===== src/rtl/if_fetch_if.sv =====
// rtl/if_fetch_if.sv - instruction-memory request/grant/response bus between fetch and imem.
interface if_fetch_if;
  logic        imem_req;
  logic [31:0] imem_addr;
  logic        imem_gnt;
  logic        imem_rvalid;
  logic [31:0] imem_rdata;

  modport master (
    output imem_req, imem_addr,
    input  imem_gnt, imem_rvalid, imem_rdata
  );

  modport slave (
    input  imem_req, imem_addr,
    output imem_gnt, imem_rvalid, imem_rdata
  );
endinterface


===== src/rtl/if_fetch.sv =====
// rtl/if_fetch.sv - fetch PC, imem credit/grant/response tracking, 2-entry instruction queue.
// Optional static backward-taken/JAL prediction on queue write: IF_BTFN_PREDICT_EN.
module if_fetch #(
  parameter logic [31:0] RESET_PC = 32'h0000_0000
) (
  input  logic        clk,
  input  logic        rstn,
  if_fetch_if.master  imem,
  input  logic        ex_branch_flag,
  input  logic [31:0] ex_branch_address,
  input  logic        id_ready,
  output logic        if_valid,
  output logic [31:0] if_pc,
  output logic [31:0] if_npc,
  output logic [31:0] if_inst
);

  logic [31:0] fpc_q, fpc_d;
  logic [1:0]  outs_q, outs_d;
  logic [1:0]  disc_q, disc_d;
  logic [31:0] q_pc_q   [2];
  logic [31:0] q_npc_q  [2];
  logic [31:0] q_inst_q [2];
  logic [31:0] q_pc_d   [2];
  logic [31:0] q_npc_d  [2];
  logic [31:0] q_inst_d [2];
  logic [1:0]  q_cnt_q, q_cnt_d;
  logic [31:0] fl_pc_q [2];
  logic [31:0] fl_pc_d [2];
  logic [1:0]  fl_cnt_q, fl_cnt_d;

  logic        pop, grant, resp, drop, push, req;
  logic [1:0]  cnt_eff;
  logic [31:0] rsp_pc, rsp_npc;
  logic        pred_taken;

  // Credit uses the occupancy left after this cycle's decode pop so a
  // 1-cycle memory can sustain one instruction per cycle.
  assign pop     = (q_cnt_q != 2'd0) && id_ready;
  assign cnt_eff = q_cnt_q - {1'b0, pop};
  assign req     = rstn && !ex_branch_flag &&
                   (({1'b0, cnt_eff} + {1'b0, outs_q}) < 3'd2);
  assign grant   = req && imem.imem_gnt;
  assign resp    = imem.imem_rvalid;
  assign drop    = resp && (disc_q != 2'd0);
  assign push    = resp && (disc_q == 2'd0);
  assign rsp_pc  = fl_pc_q[0];

  assign imem.imem_req  = req;
  assign imem.imem_addr = fpc_q;

`ifdef IF_BTFN_PREDICT_EN
  logic [31:0] b_imm, j_imm;
  logic        is_btake, is_jal;
  assign b_imm    = {{20{imem.imem_rdata[31]}}, imem.imem_rdata[7], imem.imem_rdata[30:25],
                     imem.imem_rdata[11:8], 1'b0};
  assign j_imm    = {{12{imem.imem_rdata[31]}}, imem.imem_rdata[19:12], imem.imem_rdata[20],
                     imem.imem_rdata[30:21], 1'b0};
  assign is_btake = (imem.imem_rdata[6:0] == 7'b1100011) && imem.imem_rdata[31];
  assign is_jal   = (imem.imem_rdata[6:0] == 7'b1101111);
  assign pred_taken = is_btake || is_jal;
  assign rsp_npc  = is_jal ? rsp_pc + j_imm : (is_btake ? rsp_pc + b_imm : rsp_pc + 32'd4);
`else
  assign pred_taken = 1'b0;
  assign rsp_npc    = rsp_pc + 32'd4;
`endif

  always_comb begin
    outs_d   = outs_q + {1'b0, grant} - {1'b0, resp};
    fpc_d    = grant ? fpc_q + 32'd4 : fpc_q;
    disc_d   = drop ? disc_q - 2'd1 : disc_q;
    fl_pc_d  = fl_pc_q;
    fl_cnt_d = fl_cnt_q;
    q_pc_d   = q_pc_q;
    q_npc_d  = q_npc_q;
    q_inst_d = q_inst_q;
    q_cnt_d  = q_cnt_q;

    if (push) begin
      fl_pc_d[0] = fl_pc_q[1];
      fl_cnt_d   = fl_cnt_q - 2'd1;
    end
    if (grant) begin
      if (fl_cnt_d == 2'd0) fl_pc_d[0] = fpc_q;
      else                  fl_pc_d[1] = fpc_q;
      fl_cnt_d = fl_cnt_d + 2'd1;
    end

    if (pop) begin
      q_pc_d[0]   = q_pc_q[1];
      q_npc_d[0]  = q_npc_q[1];
      q_inst_d[0] = q_inst_q[1];
      q_cnt_d     = q_cnt_q - 2'd1;
    end
    if (push) begin
      if (q_cnt_d == 2'd0) begin
        q_pc_d[0]   = rsp_pc;
        q_npc_d[0]  = rsp_npc;
        q_inst_d[0] = imem.imem_rdata;
      end else begin
        q_pc_d[1]   = rsp_pc;
        q_npc_d[1]  = rsp_npc;
        q_inst_d[1] = imem.imem_rdata;
      end
      q_cnt_d = q_cnt_d + 2'd1;
    end

    // Predicted-taken write: everything still in flight is wrong-path.
    if (push && pred_taken) begin
      fpc_d    = rsp_npc;
      disc_d   = outs_d;
      fl_cnt_d = 2'd0;
    end

    if (ex_branch_flag) begin
      q_cnt_d  = 2'd0;
      disc_d   = outs_d;
      fpc_d    = {ex_branch_address[31:2], 2'b00};
      fl_cnt_d = 2'd0;
    end
  end

  always_ff @(posedge clk or negedge rstn) begin
    if (!rstn) begin
      fpc_q       <= RESET_PC;
      outs_q      <= 2'd0;
      disc_q      <= 2'd0;
      q_cnt_q     <= 2'd0;
      fl_cnt_q    <= 2'd0;
      q_pc_q[0]   <= 32'd0;
      q_pc_q[1]   <= 32'd0;
      q_npc_q[0]  <= 32'd0;
      q_npc_q[1]  <= 32'd0;
      q_inst_q[0] <= 32'd0;
      q_inst_q[1] <= 32'd0;
      fl_pc_q[0]  <= 32'd0;
      fl_pc_q[1]  <= 32'd0;
    end else begin
      fpc_q    <= fpc_d;
      outs_q   <= outs_d;
      disc_q   <= disc_d;
      q_cnt_q  <= q_cnt_d;
      fl_cnt_q <= fl_cnt_d;
      q_pc_q   <= q_pc_d;
      q_npc_q  <= q_npc_d;
      q_inst_q <= q_inst_d;
      fl_pc_q  <= fl_pc_d;
    end
  end

  assign if_valid = (q_cnt_q != 2'd0);
  assign if_pc    = q_pc_q[0];
  assign if_npc   = q_npc_q[0];
  assign if_inst  = q_inst_q[0];

endmodule

===== src/flat_wrapper.sv =====
// flat-port wrapper written by rule: the top's interface ports become plain ports
module if_fetch_flat 
#(
  parameter logic [31:0] RESET_PC = 32'h0000_0000
)
  (clk, rstn, ex_branch_flag, ex_branch_address, id_ready, if_valid, if_pc, if_npc, if_inst, imem_imem_req, imem_imem_addr, imem_imem_gnt, imem_imem_rvalid, imem_imem_rdata);
  if_fetch_if imem_i ();
  input  logic clk;
  input  logic rstn;
  input  logic ex_branch_flag;
  input  logic [31:0] ex_branch_address;
  input  logic id_ready;
  output logic if_valid;
  output logic [31:0] if_pc;
  output logic [31:0] if_npc;
  output logic [31:0] if_inst;
  output wire logic [$bits(imem_i.imem_req)-1:0] imem_imem_req;
  output wire logic [$bits(imem_i.imem_addr)-1:0] imem_imem_addr;
  input wire logic [$bits(imem_i.imem_gnt)-1:0] imem_imem_gnt;
  input wire logic [$bits(imem_i.imem_rvalid)-1:0] imem_imem_rvalid;
  input wire logic [$bits(imem_i.imem_rdata)-1:0] imem_imem_rdata;
  assign imem_imem_req = imem_i.imem_req;
  assign imem_imem_addr = imem_i.imem_addr;
  assign imem_i.imem_gnt = imem_imem_gnt;
  assign imem_i.imem_rvalid = imem_imem_rvalid;
  assign imem_i.imem_rdata = imem_imem_rdata;
  if_fetch #(.RESET_PC(RESET_PC)) u_core (.clk(clk), .rstn(rstn), .imem(imem_i), .ex_branch_flag(ex_branch_flag), .ex_branch_address(ex_branch_address), .id_ready(id_ready), .if_valid(if_valid), .if_pc(if_pc), .if_npc(if_npc), .if_inst(if_inst));
endmodule

===== config.mk =====
export PLATFORM = sky130hd
export DESIGN_NAME = if_fetch_flat
export DESIGN_NICKNAME = d
export VERILOG_FILES = /design/src/rtl/if_fetch_if.sv /design/src/rtl/if_fetch.sv /design/src/flat_wrapper.sv
export SDC_FILE = /design/constraint.sdc
export NUM_CORES = 1
export LEC_CHECK = 0
export ABC_AREA = 1
export ABC_CLOCK_PERIOD_IN_PS = 2800
export BUFFER_PORTS_ARGS = -buffer_cell sky130_fd_sc_hd__buf_4
export CAP_MARGIN = 20
export CORE_ASPECT_RATIO = 0.75
export CORE_MARGIN = 1.5
export CORE_UTILIZATION = 40
export CTS_BUF_LIST = sky130_fd_sc_hd__clkbuf_2 sky130_fd_sc_hd__clkbuf_4 sky130_fd_sc_hd__clkbuf_8
export DETAILED_ROUTE_END_ITERATION = 8
export PLACE_DENSITY_LB_ADDON = 0.12
export SYNTH_ARGS = -nofsm -noshare
export SYNTH_HDL_FRONTEND = slang
export SYNTH_SLANG_ARGS = --single-unit

===== constraint.sdc =====
create_clock -name clk -period 2.8 [get_ports clk]
set_clock_uncertainty 0.05 [all_clocks]
set_input_delay 0.14 -clock clk [delete_from_list [all_inputs] [get_ports clk]]
set_output_delay 0.14 -clock clk [all_outputs]
set_load 0.01 [all_outputs]

==> impl_metrics.ini, run 1 <==
[status]
status = complete, no violations

[sta]
period_share_pct = 93.9
slew-limit-headroom_pct = 26.5
clock.fmax_ghz = 0.380
setup_viol = 0
worst_pin_slew_ns = 1.10
min_period_ns = 2.63
layout_setup_ws_ns = 0.172
timing.hold.ws_ns = 0.255
fin_tns_setup_ns = 0
hold_viol = 0
slew_violations = 0
grt_setup_unrepaired = false

[cells_and_area]
n_antenna_cell = 0
multiInputGateArea_um2 = 5670
area_growth_pct = 21.4
fillers = 3507
drive_above_1_share_pct = 17.3
final_common_cell = nand2_1
final_cell_mix = nand2_1, dfrtp_1, o21ai_0, buf_4, inv_1
fin_nets = 2085
seq_area_um2 = 7260

[routing]
wl_met2_um = 17900
top_layer = met4
wl_met3_um = 2300
drt-initial-drc-count = 913
wl_met1_um = 20700
firstDrtPassIters = 6
ant_nets = 0
via_count = 12400
drc = 0
wire_per_inst_um = 16.6
routed_wl_um = 41600
avgViaCountPerCell = 4.96

[pwr]
vdd_drop_max_mv = 0.462
leakage_uw = 0.00844
p_per_area_nw_per_um2 = 1060

[logic_synthesis]
synth_ff_type = dfrtp_1
postSynth.asyncResetShare_pct = 100
synth.top_cell.area_share_pct = 49.8
syn_area_um2 = 14600
yosysSeqAreaShare_pct = 49.8
synth-edff-count = 0
avgSynthCellArea_um2 = 7.93
synth_top_area_cell = dfrtp_1
yosys-top-cells-area = dfrtp_1, nand2_1, o21ai_0
synth.distinct_cells = 38
synth_seq_cells = 290
synthCells = 1838
ys_warn_count = 0

[worst_setup_path]
ff2ff_setup_slack_ns = 0.17
crit_buf_inv = 5
required_ns = 3.19
crit_path_start_kind = register
cp_max_fo = 30
crit_chain = inv_1 -> ha_1 -> inv_2 -> nand2_4 -> inv_2 -> nand2_1 -> xor2_1 -> fa_1 -> nand2_2 -> nor2_4 -> nand2_4 -> inv_6 -> nand2_2 -> clkbuf_16 -> nand2_1 -> o21ai_0
r2r-end = u_core.fl_pc_q[6]
crit_type = reg2reg
reg2reg_depth = 16
cp_slowest_cell = fa_1
worstSetupEndpointType = register
cp.depth = 16
crit_arrival_ns = 3.02
max_stage_delay_ns = 0.52
cp_top_family = adder cells
r2r-start = u_core.q_cnt_q[0]

[floorplan]
chipWidth_um = 223
row_count = 60
fp.coreArea_um2 = 35900
ios = 200
fp.dieH_um = 168
initial_core_util_pct = 40.6
dieArea_um2 = 37600

[placement]
portBuffers = 195
dpl_worst_slack_ns = 0.130
routabilityCongestion = 0.869
dp_hpwl_um = 26700

[global_route]
antenna_found_initial = 0
gr-total-overflow = 0
grt_pass1_wl_um = 66000
grt_max_degree = 137
first_global_vias = 12000
grt.total_usage_pct = 22.0

[clock_network]
clockRootBuffer = clkbuf_8
cts_buffer_depth = 3
cts_tree = yes
clk_pin_slew_ns = 0.06
cts_buffers = 48
cts_sinks = 290
clock_latency_ns = 0.58
h-tree-depth = 2

[flow_run]
maxCapViolCount = 0

[worst_hold_path]
worstHoldPathType = in2async
==> sequential cells by signal (all words and copies together), names as in the netlist <==
name                   cells
u_core.if_inst            32
u_core.q_pc_q             30
u_core.if_npc             32
u_core.q_cnt_q             2
u_core.fl_cnt_q            2
u_core.outs_q              2
u_core.if_pc              32
u_core.imem.imem_addr     30
u_core.rsp_pc             32
u_core.fl_pc_q            30
u_core.q_inst_q           32
u_core.q_npc_q            32
u_core.disc_q              2
==> cells in the mapped netlist, types with 3 or more instances <==
| master | count |
|---|---|
| dfrtp_1 | 290 |
| a21oi_1 | 37 |
| and2_1 | 3 |
| nor2_1 | 127 |
| xor2_1 | 23 |
| nor2_4 | 5 |
| inv_1 | 139 |
| clkbuf_1 | 43 |
| nand2_2 | 6 |
| nand2_1 | 577 |
| o21ai_0 | 212 |
| nor2_2 | 9 |
| or2_2 | 17 |
| ha_1 | 7 |
| o211ai_1 | 36 |
| buf_2 | 36 |
| buf_4 | 100 |
| nand3_1 | 63 |
| o22ai_1 | 17 |
| mux2i_1 | 10 |
| inv_2 | 4 |
| o21ai_1 | 55 |
==> worst reg2reg max path, delay by kind of cell (launching register included) <==
family / cells / cell delay, ns
XOR/XNOR: 1 / 0.16
flip-flops: 1 / 0.34
AND/OR/NAND/NOR: 7 / 0.62
adder cells (fa/ha/maj): 2 / 0.72
buffers and inverters: 5 / 0.53
AO/OA/AOI/OAI: 1 / 0.07
==> timing repair <==
action	4_1_cts	5_1_grt
hold endpoints to repair	392	0
buffers inserted	0	3
setup endpoints to repair	0	83
resized for setup	0	8
hold buffers	79	0
==> through the flow <==
| stage | util [%] | area [µm²] | instances | total power [µW] |
|---|---|---|---|---|
| after global routing | 49.3 | 17700 | 2506 | 20300 |
| after detailed placement | 44.0 | 15800 | 2337 | 14700 |
| after floorplan | - | 14600 | 1839 | 12500 |
| final | 49.3 | 17700 | 2506 | 18800 |
| after global placement | 44.0 | 15800 | 2337 | 14600 |
| after CTS | 49.0 | 17600 | 2500 | 18900 |
==> routing by layer <==
metal	up-vias	GRT usage, %
li1	6119	-
met1	5945	33.4
met2	326	32.8
met3	52	3.70
met4	0	4.70
met5	-	0
==> worst max path at each step <==
stage | start | slack [ns] | endpoint
2_1_floorplan | u_core.q_cnt_q[1] | 0.1 | u_core.rsp_pc[22]
6_report | u_core.q_cnt_q[0] | 0.17 | u_core.fl_pc_q[6]
3_3_place_gp | u_core.q_cnt_q[1] | 0.18 | u_core.imem.imem_addr[24]
3_5_place_dp | u_core.q_cnt_q[1] | 0.13 | u_core.imem.imem_addr[21]
4_1_cts | u_core.q_cnt_q[1] | 0.05 | imem_imem_req
5_1_grt | u_core.q_cnt_q[1] | 0.01 | u_core.fl_pc_q[6]
==> report_power, final <==
| part | internal [µW] | switching (µW) | total (µW) | leakage (µW) |
|---|---|---|---|---|
| combinational | 3070 | 4350 | 7420 | 0.00432 |
| sequential | 6110 | 1360 | 7480 | 0.00358 |
| clock | 2190 | 1730 | 3920 | 0.000536 |
==> final cells by class <==
type | count | area share [%]
Clock buffer | 81 | 5.56
Tap cell | 465 | 3.29
Inverter | 145 | 3.13
Clock inverter | 3 | 0.0991
Sequential cell | 290 | 41.0
Timing Repair Buffer | 301 | 14.8
Multi-Input combinational cell | 1221 | 32.0
==> cells by family (layout without fill, tap and decap cells) <==
kind of cell / Yosys count / after routing / synth area share (%)
and+or+nand+nor: 812 / 812 / 22.4
AOI/OAI and AO/OA: 364 / 364 / 13.4
buffers and inverters: 328 / 530 / 11.4
DFF: 290 / 290 / 49.8
xor gates and xnor gates: 25 / 25 / 1.50
muxes: 10 / 10 / 0.687
adders and majority gates: 8 / 8 / 0.739
other: 1 / 2 / 0.0257
Note: power is estimated with default switching activity, not from simulation.
==> run 2: changes to the inputs <==
Settings changed: RECOVER_POWER from default to 50.
==> run 2 against run 1 <==
Against the previous run:
- the flow now finishes with violations (max-capacitance violations, max-slew violations)
- utilization is 0.77 points lower
- design area shrank 1.6%
- die area unchanged
- largest power group unchanged
==> impl_metrics.ini, run 2 (synthesis results as in run 1) <==
[global_route]
grt_pass1_wl_um = 66000
grt_max_degree = 137
grt.total_usage_pct = 22.0
gr-total-overflow = 0
first_global_vias = 12000
antenna_found_initial = 0

[floorplan]
fp.dieH_um = 168
row_count = 60
chipWidth_um = 223
dieArea_um2 = 37600
ios = 200
initial_core_util_pct = 40.6
fp.coreArea_um2 = 35900

[sta]
clock.fmax_ghz = 0.380
fin_tns_setup_ns = 0
period_share_pct = 93.9
setup_viol = 0
worst_pin_slew_ns = 1.79
hold_viol = 0
grt_setup_unrepaired = false
slew_violations = 252
layout_setup_ws_ns = 0.169
min_period_ns = 2.63
slew-limit-headroom_pct = -19.1

[worst_setup_path]
crit_chain = inv_1 -> ha_1 -> inv_2 -> nand2_4 -> inv_2 -> nand2_1 -> xor2_1 -> fa_1 -> nand2_2 -> nor2_4 -> nand2_4 -> inv_6 -> nand2_2 -> clkbuf_16 -> nand2_1 -> o21ai_0
cp_max_fo = 30
reg2reg_depth = 16
worstSetupEndpointType = register
r2r-start = u_core.q_cnt_q[0]
cp_top_family = adder cells
crit_buf_inv = 5
required_ns = 3.19
r2r-end = u_core.fl_pc_q[6]
ff2ff_setup_slack_ns = 0.17
crit_path_start_kind = register
crit_type = reg2reg
max_stage_delay_ns = 0.52
startpoint = u_core.q_cnt_q[0]
cp_slowest_cell = fa_1
crit_arrival_ns = 3.02

[routing]
drc = 0
wire_per_inst_um = 16.6
firstDrtPassIters = 7
ant_nets = 0
routed_wl_um = 41700
avgViaCountPerCell = 4.97
via_count = 12500
drt-initial-drc-count = 956

[cells_and_area]
final_cell_mix = nand2_1, dfrtp_1, o21ai_0, buf_4, inv_1
fin_nets = 2085
n_antenna_cell = 0
drive_above_1_share_pct = 14.2
area_growth_pct = 19.5
final_area_um2 = 17400
final_util_pct = 48.5
final_common_cell = nand2_1

[status]
failed_checks = max-capacitance violations, max-slew violations
status = finished, violations left

[pwr]
p_switching_uw = 7450
p_clk_share_pct = 21.3
p_comb_share_pct = 38.3
switching_share_pct = 40.3
p_per_area_nw_per_um2 = 1060
internal-power_uw = 11000
leakage_uw = 0.00819
seq_power_share_pct = 40.4
vdd_drop_max_mv = 0.465

[placement]
dp_hpwl_um = 26700
portBuffers = 195
dpl_worst_slack_ns = 0.130
routabilityCongestion = 0.869
dpl_cell_area_um2 = 15800

[flow_run]
maxCapViolCount = 2

[clock_network]
cts_sinks = 290
cts_tree = yes
clk_pin_slew_ns = 0.06
cts_buffer_depth = 3
clock_latency_ns = 0.58
h-tree-depth = 2
cts_buffers = 48
clockRootBuffer = clkbuf_8

[worst_hold_path]
holdPathStages = 4
min_delay_worst_endpoint = u_core.q_inst_q[19]
worstHoldStart = imem_imem_rdata[19]
worstHoldPathType = in2reg
==> run 2: cell types whose count changed in the layout (fill, tap and decap cells not counted), sizes merged <==
cell | before | now
clkbuf | 84 | 150
buf | 219 | 153
==> run 2: per-stage QoR <==
step	total power, µW	std cells	hold slack, ns
finish	18500	2506	0.278
floorplan	12500	1839	-0.206
CTS	18900	2500	0.235
detailed placement	14700	2337	0.279
global route	20000	2506	0.270
global placement	14600	2337	0.277
==> run 2: worst max path at each step <==
stage / depth (start not counted) / slack [ns] / end
3_3_place_gp: 16 / 0.18 / u_core.imem.imem_addr[24]
6_report: 16 / 0.17 / u_core.fl_pc_q[6]
5_1_grt: 16 / 0.01 / u_core.fl_pc_q[6]
2_1_floorplan: 17 / 0.1 / u_core.rsp_pc[22]
3_5_place_dp: 16 / 0.13 / u_core.imem.imem_addr[21]
4_1_cts: 11 / 0.05 / imem_imem_req
==> run 2: final cells by class <==
type,count,area (µm²)
Fill cell,3576,18500
Timing Repair Buffer,301,2350
Clock inverter,3,17.5
Clock buffer,81,983
Multi-Input combinational cell,1221,5670
Tap cell,465,582
Inverter,145,554
Sequential cell,290,7260
==> run 2: metal layers <==
layer  global-route usage, %  share of wire, %  wire length (µm)  vias up
met5                       0                 0                 0        -
li1                        -                 -                 -     6126
met4                    4.70               1.3               559        0
met2                    32.8                43             18000      348
met3                    3.70               5.6              2320       50
met1                    33.4                50             20800     5938
==> run 2: timing repair <==
item | in CTS | in global routing
endpoints found under the hold margin | 392 | 0
setup buffers | 0 | 3
resized for setup | 0 | 8
hold buffers | 79 | 0
endpoints found under the setup margin | 0 | 83
==> run 2: power by group through the flow <==
stage	Sequential, µW	Combinational, µW	Clock [µW]
6_report	7470	7070	3920
4_1_cts	7460	7360	4020
2_1_floorplan	7060	5450	0
5_1_grt	7700	8050	4200
3_3_place_gp	7500	7110	0
3_5_place_dp	7520	7230	0
==> run 2: worst register-to-register path, stage by stage, from the launching register on <==
cell	delay [ns]
dfrtp_1	0.34
inv_1	0.06
ha_1	0.20
inv_2	0.07
nand2_4	0.05
inv_2	0.07
nand2_1	0.08
xor2_1	0.16
fa_1	0.52
nand2_2	0.06
nor2_4	0.12
nand2_4	0.11
inv_6	0.11
nand2_2	0.12
clkbuf_16	0.22
nand2_1	0.08
o21ai_0	0.07
==> run 3: changes to the inputs <==
Settings changed: ABC_CLOCK_PERIOD_IN_PS 2800 to 3000, PLACE_DENSITY_LB_ADDON 0.12 to default.
Clock period 2.8 ns to 3 ns, I/O delays scaled along.
==> run 3 against run 2 <==
Against the previous run:
- the run still ends with max-capacitance violations, max-slew violations left
- clock power shrank 7.7%
- sequential share of layout area grew 0.53 points
- utilization shrank 0.61 points
- design area shrank 1.3%
- non-clock buffer count shrank 2
- combinational power shrank 9.6%
- power shrank 8.0%
- critical path depth shrank 3
- via count grew 0.56%
- wire length shrank 1.5%
- die area is the same
- largest power group unchanged
==> impl_metrics.ini, run 3 (synthesis results as in run 1) <==
[status]
status = finished, violations left
failed_checks = max-capacitance violations, max-slew violations

[sta]
min_period_ns = 2.79
setup_viol = 0
slew_violations = 38
clock.fmax_ghz = 0.359
grt_setup_unrepaired = false
period_share_pct = 93.0
slew-limit-headroom_pct = -38.3
worst_pin_slew_ns = 2.07
layout_setup_ws_ns = 0.211
hold_viol = 0
fin_tns_setup_ns = 0

[clock_network]
h-tree-depth = 2
cts_buffer_depth = 3
cts_sinks = 290
clock_latency_ns = 0.59
cts_buffers = 47
clk_pin_slew_ns = 0.06
clockRootBuffer = clkbuf_8
cts_tree = yes

[worst_setup_path]
crit_type = reg2reg
cp_max_fo = 5
ff2ff_setup_slack_ns = 0.21
required_ns = 3.45
r2r-end = u_core.outs_q[0]
r2r-start = u_core.q_cnt_q[1]
crit_arrival_ns = 3.24
worstSetupEndpointType = register
crit_path_start_kind = register
reg2reg_depth = 13

[routing]
wire_per_inst_um = 16.4
drc = 0
avgViaCountPerCell = 5.00
ant_nets = 0
firstDrtPassIters = 5
routed_wl_um = 41100
drt-initial-drc-count = 1260
via_count = 12500

[floorplan]
fp.coreArea_um2 = 35900
chipWidth_um = 223
fp.dieH_um = 168
ios = 200
row_count = 60
dieArea_um2 = 37600
initial_core_util_pct = 40.6

[placement]
routabilityCongestion = 0.952
dpl_worst_slack_ns = -0.00261
dp_hpwl_um = 27400
portBuffers = 195

[worst_hold_path]
worstHoldStart = imem_imem_rdata[16]
min_delay_worst_endpoint = u_core.q_inst_q[16]
worstHoldPathType = in2reg
holdPathStages = 4

[cells_and_area]
n_antenna_cell = 0
fin_nets = 2082
area_growth_pct = 18.0
drive_above_1_share_pct = 11.3
final_common_cell = nand2_1
final_cell_mix = nand2_1, dfrtp_1, o21ai_0, inv_1, nor2_1

[global_route]
grt.total_usage_pct = 21.8
antenna_found_initial = 0
grt_pass1_wl_um = 65200
gr-total-overflow = 0
first_global_vias = 11700
grt_max_degree = 108

[pwr]
vdd_drop_max_mv = 0.580
p_per_area_nw_per_um2 = 988
leakage_uw = 0.00800

[flow_run]
maxCapViolCount = 1
==> run 3: cell type report <==
class,instances,area (µm²)
clock buffers,77,941
inverters,145,557
flip-flops and latches,290,7260
clock inverters,8,53.8
well taps,465,582
fillers,3569,18700
repair buffers,299,2130
multi-input cells,1221,5670
==> run 3: what timing repair did <==
item                                   4_1_cts  5_1_grt
endpoints found under the hold margin      249        0
resized for setup                            0        7
setup endpoints to repair                    0       83
setup buffers                                0        1
hold buffers                                82        0
==> run 3: worst max-delay path by stage <==
| stage | from | to | slack [ns] | cells past startpoint |
|---|---|---|---|---|
| 2_1_floorplan | u_core.q_cnt_q[1] | u_core.rsp_pc[22] | 0.30 | 17 |
| 3_3_place_gp | u_core.q_cnt_q[1] | u_core.rsp_pc[18] | 0.09 | 15 |
| 3_5_place_dp | u_core.q_cnt_q[1] | u_core.rsp_pc[15] | -0.003 | 15 |
| 4_1_cts | u_core.q_cnt_q[1] | u_core.rsp_pc[15] | 0.01 | 15 |
| 5_1_grt | u_core.q_cnt_q[1] | u_core.fl_pc_q[3] | 0.02 | 17 |
| 6_report | u_core.q_cnt_q[1] | u_core.outs_q[0] | 0.21 | 13 |
==> run 3: stage by stage <==
step / hold WS (ns) / utilization (%) / std cells / area (µm²) / total power, µW
floorplan: -0.196 / - / 1839 / 14600 / 11700
global placement: 0.00460 / 44.0 / 2336 / 15800 / 13600
detailed placement: 0.00253 / 44.0 / 2336 / 15800 / 13800
CTS: 0.0726 / 49.1 / 2503 / 17600 / 17600
global route: 0.265 / 47.9 / 2505 / 17200 / 18300
finish: 0.276 / 47.9 / 2505 / 17200 / 17000
==> run 3: critical path, cell delays in order, from the launching register on <==
cell and delay, ns:
dfrtp_1 0.36, inv_1 0.06, ha_1 0.17, inv_1 0.10, nand2_4 0.06, inv_2 0.07
nand2_1 0.07, xor2_1 0.16, fa_1 0.52, nand2_1 0.08, nor2_4 0.15, nand2_4 0.09
xor2_1 0.21, dlygate4sd3_1 0.59
==> run 3: power breakdown <==
part,switching (µW),leakage (µW),internal [µW]
registers,1270,0.00358,5710
clock network,1630,0.000539,1990
logic,4110,0.00387,2280
==> run 3: layer usage <==
layer | share of wire [%] | track usage, % | vias up
met5 | 0 | 0 | -
met4 | 1.2 | 4.17 | 0
met3 | 6.2 | 3.75 | 46
met2 | 42 | 31.2 | 406
met1 | 51 | 34.2 | 5968
li1 | - | - | 6112
